--- src/rtl/parity_pkg.sv ---
// Shared constants for the stripe parity generator / rebuild pair.
package parity_pkg;
  localparam int   WORD_WIDTH   = 64;
  localparam int   N_LANES      = 16;
  localparam logic MODE_CHECK   = 1'b0;
  localparam logic MODE_REBUILD = 1'b1;

  typedef enum logic [1:0] {
    IDLE  = 2'd0,
    ACCUM = 2'd1,
    DONE  = 2'd2
  } state_t;
endpackage

--- src/rtl/parity_rebuild.sv ---
// XOR-accumulates one stripe of lane words plus parity; yields the syndrome
// (check mode) or the missing lane word (rebuild mode).
module parity_rebuild #(
  parameter int WORD_WIDTH = 64,
  parameter int N_LANES    = 16
) (
  input  logic                  clk,
  input  logic                  rst,
  input  logic                  start,
  input  logic                  mode,
  input  logic                  in_valid,
  output logic                  in_ready,
  input  logic [WORD_WIDTH-1:0] in_data,
  output logic                  out_valid,
  input  logic                  out_ready,
  output logic [WORD_WIDTH-1:0] out_data,
  output logic                  out_err,
  output logic                  busy
);
  import parity_pkg::*;

  localparam int CNT_W = $clog2(N_LANES + 2);

  state_t                state_reg, state_next;
  logic [WORD_WIDTH-1:0] acc_reg, acc_next;
  logic [CNT_W-1:0]      cnt_reg, cnt_next;
  logic                  mode_reg, mode_next;
  logic [WORD_WIDTH-1:0] out_data_reg, out_data_next;
  logic                  out_err_reg, out_err_next;
  logic                  out_valid_reg, out_valid_next;

  logic [WORD_WIDTH-1:0] acc_beat;
  logic [CNT_W-1:0]      last_cnt;

  // Check mode carries one extra beat: the stored parity word.
  assign last_cnt = (mode_reg == MODE_CHECK) ? CNT_W'(N_LANES) : CNT_W'(N_LANES - 1);
  assign acc_beat = acc_reg ^ in_data;

  always_comb begin
    state_next     = state_reg;
    acc_next       = acc_reg;
    cnt_next       = cnt_reg;
    mode_next      = mode_reg;
    out_data_next  = out_data_reg;
    out_err_next   = out_err_reg;
    out_valid_next = out_valid_reg;
    case (state_reg)
      IDLE: begin
        if (start) begin
          mode_next  = mode;
          acc_next   = '0;
          cnt_next   = '0;
          state_next = ACCUM;
        end
      end
      ACCUM: begin
        if (in_valid) begin
          acc_next = acc_beat;
          if (cnt_reg == last_cnt) begin
            cnt_next       = '0;
            state_next     = DONE;
            out_data_next  = acc_beat;
            out_err_next   = (mode_reg == MODE_CHECK) && (|acc_beat);
            out_valid_next = 1'b1;
          end else begin
            cnt_next = cnt_reg + CNT_W'(1);
          end
        end
      end
      DONE: begin
        if (out_ready) begin
          out_valid_next = 1'b0;
          state_next     = IDLE;
        end
      end
      default: state_next = IDLE;
    endcase
  end

  always_ff @(posedge clk) begin
    if (rst) begin
      state_reg     <= IDLE;
      acc_reg       <= '0;
      cnt_reg       <= '0;
      mode_reg      <= 1'b0;
      out_data_reg  <= '0;
      out_err_reg   <= 1'b0;
      out_valid_reg <= 1'b0;
    end else begin
      state_reg     <= state_next;
      acc_reg       <= acc_next;
      cnt_reg       <= cnt_next;
      mode_reg      <= mode_next;
      out_data_reg  <= out_data_next;
      out_err_reg   <= out_err_next;
      out_valid_reg <= out_valid_next;
    end
  end

  assign in_ready  = (state_reg == ACCUM);
  assign busy      = (state_reg != IDLE);
  assign out_valid = out_valid_reg;
  assign out_data  = out_data_reg;
  assign out_err   = out_err_reg;
endmodule
--- config.mk ---
export PLATFORM = sky130hd
export DESIGN_NAME = parity_rebuild
export DESIGN_NICKNAME = d
export VERILOG_FILES = /design/src/rtl/parity_pkg.sv /design/src/rtl/parity_rebuild.sv
export SDC_FILE = /design/constraint.sdc
export NUM_CORES = 1
export LEC_CHECK = 0
export CAP_MARGIN = 20
export CELL_PAD_IN_SITES_DETAIL_PLACEMENT = 0
export CELL_PAD_IN_SITES_GLOBAL_PLACEMENT = 1
export CORE_ASPECT_RATIO = 1.1
export CORE_MARGIN = 1.5
export CORE_UTILIZATION = 37
export CTS_CLUSTER_SIZE = 16
export DETAILED_ROUTE_END_ITERATION = 8
export PLACE_DENSITY = 0.85
export SYNTH_ARGS = -nofsm -noshare
export SYNTH_HDL_FRONTEND = slang
export SYNTH_SLANG_ARGS = --single-unit
--- constraint.sdc ---
create_clock -name clk -period 1.9 [get_ports clk]
set_input_delay 0.285 -clock clk [delete_from_list [all_inputs] [get_ports clk]]
set_output_delay 0.285 -clock clk [all_outputs]
set_load 0.02 [all_outputs]
Word-level counts from Yosys, hierarchy flattened

Index checks and enable logic that the tools add are counted.

$add $sub $neg: 1
Equal/unequal tests: 7
Reductions and logical operators: 11
Multiplexer cells: 17
Bitwise gates (word level): 2

Operators by type and width:

| operator              | number |
|---|---|
| $mux W64              | 2 |
| $pmux W64 S2          | 1 |
| $reduce_or A64 Y1     | 1 |
| $xor A64 B64 Y64      | 1 |
| $mux W5               | 4 |
| $pmux W5 S2           | 1 |
| $mux W2               | 4 |
| $reduce_and A4 Y1     | 2 |
| $ne A2 B2 Y1 const B  | 3 |
| $pmux W2 S3           | 1 |
| $reduce_and A3 Y1     | 2 |
| $reduce_bool A2 Y1    | 3 |
| $add A5 B1 Y5 const B | 1 |
| $eq A5 B5 Y1          | 1 |
| $mux W1               | 3 |
| $eq A2 B1 Y1 const B  | 1 |
| $eq A2 B2 Y1 const B  | 1 |
| $logic_not A2 Y1      | 1 |
| $ne A2 B1 Y1 const B  | 1 |
| $pmux W1 S2           | 1 |
| $reduce_and A2 Y1     | 1 |
| $logic_and A1 B1 Y1   | 1 |
| $not A1 Y1            | 1 |

Logic and storage cells: 45
Flip-flop bits (word level): 138
Output and inout port bits: 68
Bits of input ports: 70

Depth between registers and ports, before layout

Depth after elaboration: 5
Depth in mapped cells: 7
Mapped depth without buffers: 5

Least setup slack after synthesis

No wires, ideal clock.

Path type: register to register
From: register cnt_reg[0]
To: register out_data_reg[40], in the netlist out_data[40]
Arrival: 1526 ps
Path slack: 288 ps
Buffers on the path: 2
Data required time: 1814 ps
Clock period less this slack: 1612 ps
Cell stages (with the launch flop): 8
Library setup time: 86 ps
Path through: dfxtp_1 -> and3_1 -> nand4b_1 -> a211oi_2 -> buf_4 -> buf_6 -> nor2_1 -> a211oi_1

Longest elaborated chain between the ends: 2

RTL lines:

| item                        | line                 | source |
|---|---|---|
| start: declaration          | parity_rebuild.sv:26 | `logic [CNT_W-1:0] cnt_reg, cnt_next;` |
| start signal: assignment    | parity_rebuild.sv:92 | `cnt_reg <= cnt_next;` |
| $eq A5 B5 Y1                | parity_rebuild.sv:59 | `if (cnt_reg == last_cnt) begin` |
| $reduce_and A3 Y1 (no line) | n/a                  |  |
| end signal: assignment      | parity_rebuild.sv:94 | `out_data_reg <= out_data_next;` |
| end: declaration            | parity_rebuild.sv:28 | `logic [WORD_WIDTH-1:0] out_data_reg, out_data_next;` |

Every way passes these cells.
A chain may end at the register's enable or synchronous reset.

Final worst setup path

From: input port in_data[31]
To: register out_err_reg, in the netlist out_err

Longest elaborated chain between the ends: 3

RTL lines:

| item                   | line                 | source |
|---|---|---|
| start: declaration     | parity_rebuild.sv:13 | `input logic [WORD_WIDTH-1:0] in_data,` |
| $xor A64 B64 Y64       | parity_rebuild.sv:37 | `assign acc_beat = acc_reg ^ in_data;` |
| $reduce_or A64 Y1      | parity_rebuild.sv:63 | `out_err_next = (mode_reg == MODE_CHECK) && (\|acc_beat);` |
| $logic_and A1 B1 Y1    | parity_rebuild.sv:63 |  |
| end signal: assignment | parity_rebuild.sv:95 | `out_err_reg <= out_err_next;` |
| end: declaration       | parity_rebuild.sv:29 | `logic out_err_reg, out_err_next;` |

Every way passes these cells.

==> reports/results.tsv <==
stage	metric	value	unit
run_status	status	finished, final reports clean	
place	portBuffers	137	
timing	worst_pin_slew	0.512	ns
power	powerDensity	830	nW/um2
routing	vias	5636	
place	hpwl	11100	um
clock_network	cts_buffer_depth	2	
grt	grt_first_pass_wirelength	26300	um
min_path	hold_path.class	input port to flop	
synthesis	postSynthNetCount	776	
cells_and_area	antenna-diode-count	0	
floorplan	dieArea	17100	um2
floorplan	num_rows	48	
clock_network	clock_sinks	138	
clock_network	cts.root.buffer_cell	clkbuf_16	
routing	viasPerCell	5.11	
floorplan	ios	138	
timing	rsz0062_at_grt	yes	
timing	fmax	0.550	GHz
place	dp.cells	1064	
timing	setup_viol	0	
cells_and_area	most-common-layout-cells	137 x nor2_1, 135 x dfxtp_1, 134 x clkdlybuf4s50_1	
timing	period_share	95.7	%
routing	drt_first_pass_iters	5	
routing	antenna_left	0	
synthesis	synth_top_cell_by_area	dfxtp_1	
synthesis	synth_area_leaders	dfxtp_1 46%, xnor2_1 9.4%, nor2_1 8.5%, a211oi_1 7.9%, nand3b_1 7.9%	
routing	wire_per_inst	15.5	um
timing	fin_hold_ws	0.314	ns
place	gp_congestion	0.736	
synthesis	syn_inst	705	
power	peakVddDrop	0.531	mV
grt	antenna_found_initial	0	
cells_and_area	instances_no_fill	1104	
floorplan	fp.coreArea	15900	um2
critical_path	startpoint_type	input port	
synthesis	avgSynthCellArea	8.58	um2
job	cap_violations	0	
routing	drc	0	
cells_and_area	final_layout_size_suffix_gt1_share	14.8	%
clock_network	cts-buffers-inserted	17	
floorplan	die_w	125	um
grt	grt_pass1_vias	5221	
grt	grt_max_degree	53	
power	leakage	2.99	nW
clock_network	cts_tree	built	
synthesis	synth_warnings	0	
grt	grt_overflow	0	
timing	period_needed	1.82	ns
timing	clock_skew	0.00758	ns
cells_and_area	layout_commonest_cell	nor2_1	
place	dpl_cell_area	8100	um2
synthesis	ys_types	31	
grt	grtUsageTotal	19.3	%
critical_path	critPathRequiredTime	2.21	ns
timing	relSlewSlack	65.9	%
synthesis	synth-seq-cells	138	
cells_and_area	syn2layout_area_growth	48.4	%
timing	hold_violations	0	
critical_path	critPathKind	input port to flop	
routing	drtIter0Drc	398	
power	total_power	7.45	mW
synthesis	synth_top_area_share	45.7	%
critical_path	crit_arrival	2.12	ns
clock_network	holdBufCountCts	0	
routing	wl	17100	um
clock_network	cts_htree_levels	4	
floorplan	die_h	137	um
synthesis	netlist_area	6050	um2
critical_path	crit_path_end_kind	flop	
critical_path	worst-path-max-fanout	3	
cells_and_area	final_area	8970	um2
clock_network	clk_latency	0.42	ns
floorplan	start_util	38.1	%
synthesis	yosysSeqAreaShare	45.7	%
cells_and_area	layout.nets	963	
timing	maxSlewViolCount	0	
clock_network	path_clk_slew	0.06	ns
where the power goes:
part | leakage [nW] | internal (mW) | switching, mW
registers | 1.12 | 2.95 | 0.0470
clock network | 0.309 | 2.35 | 1.28
logic | 1.57 | 0.411 | 0.405
total | 2.99 | 5.72 | 1.73
kinds of logic after synthesis:
| logic type | count (synthesis) | synth area share, % |
|---|---|---|
| flops | 138 | 45.7 |
| xor+xnor | 68 | 9.85 |
| buf+inv | 54 | 4.01 |
| compound gates | 203 | 19.9 |
| simple gates | 241 | 20.4 |
| fa+ha+maj | 1 | 0.207 |
synthesized netlist by cell type (all sizes together):
master,count
a2111oi,1
a211oi,65
a21o,2
a21oi,68
a311oi,1
a31o,1
a31oi,1
and3,1
buf,27
clkbuf,22
dfxtp,138
ha,1
inv,5
nand2,7
nand2b,2
nand3,3
nand3b,64
nand4,18
nand4b,1
nor2,138
nor3,1
nor3b,2
nor4,4
o21ai,64
xnor2,65
xor2,3
layout make-up:
| type | count | area [um2] |
|---|---|---|
| clock buffers | 19 | 443 |
| repair buffers | 217 | 2160 |
| inverters | 5 | 18.8 |
| clock inverters | 12 | 198 |
| flip-flops and latches | 138 | 2770 |
| fillers | 1464 | 6880 |
| multi-input cells | 513 | 3130 |
| well taps | 200 | 250 |
path summary, 6_finish.rpt:
path | from | end | slack (ns) | cells past startpoint
worst max-delay path | in_data[31] | out_err | 0.08 | 6
worst min-delay path | rst | state_reg[1] | 0.31 | 2
worst max register to register | acc_reg[31] | out_err | 0.11 | 5
worst min register to register | out_valid | out_valid | 0.49 | 2
repair_timing:
| item | in CTS | in global routing |
|---|---|---|
| pin swaps | 0 | 2 |
| gates resized for setup | 2 | 23 |
| gates cloned | 0 | 4 |
| buffers inserted | 0 | 5 |
| setup endpoints to repair | 2 | 66 |
stage by stage:
step / utilization, % / setup TNS [ns] / worst slack, ns
after detailed placement: 51.1 / -0.382 / -0.382
after CTS: 55.1 / 0 / 0.0182
after floorplan: - / 0 / 0.288
final: 56.6 / 0 / 0.0814
after global routing: 56.6 / -0.129 / -0.0232
after global placement: 51.1 / -0.296 / -0.296
per-layer routing:
metal  up-vias  global-route usage (%)  share of wire (%)
met5         -                       0                  0
met4         0                    6.25                1.1
met3        14                    3.75                3.2
met2       104                    33.4                 50
met1      2662                    24.3                 46
li1       2856                       -                  -
critical path, cell delays in order:
cell and delay, ns:
clkdlybuf4s50_1 0.47, xnor2_1 0.36, nand4_1 0.15, nor4_2 0.44, nand4_1 0.16, a31o_2 0.26
(Power assumes the default switching activity.)
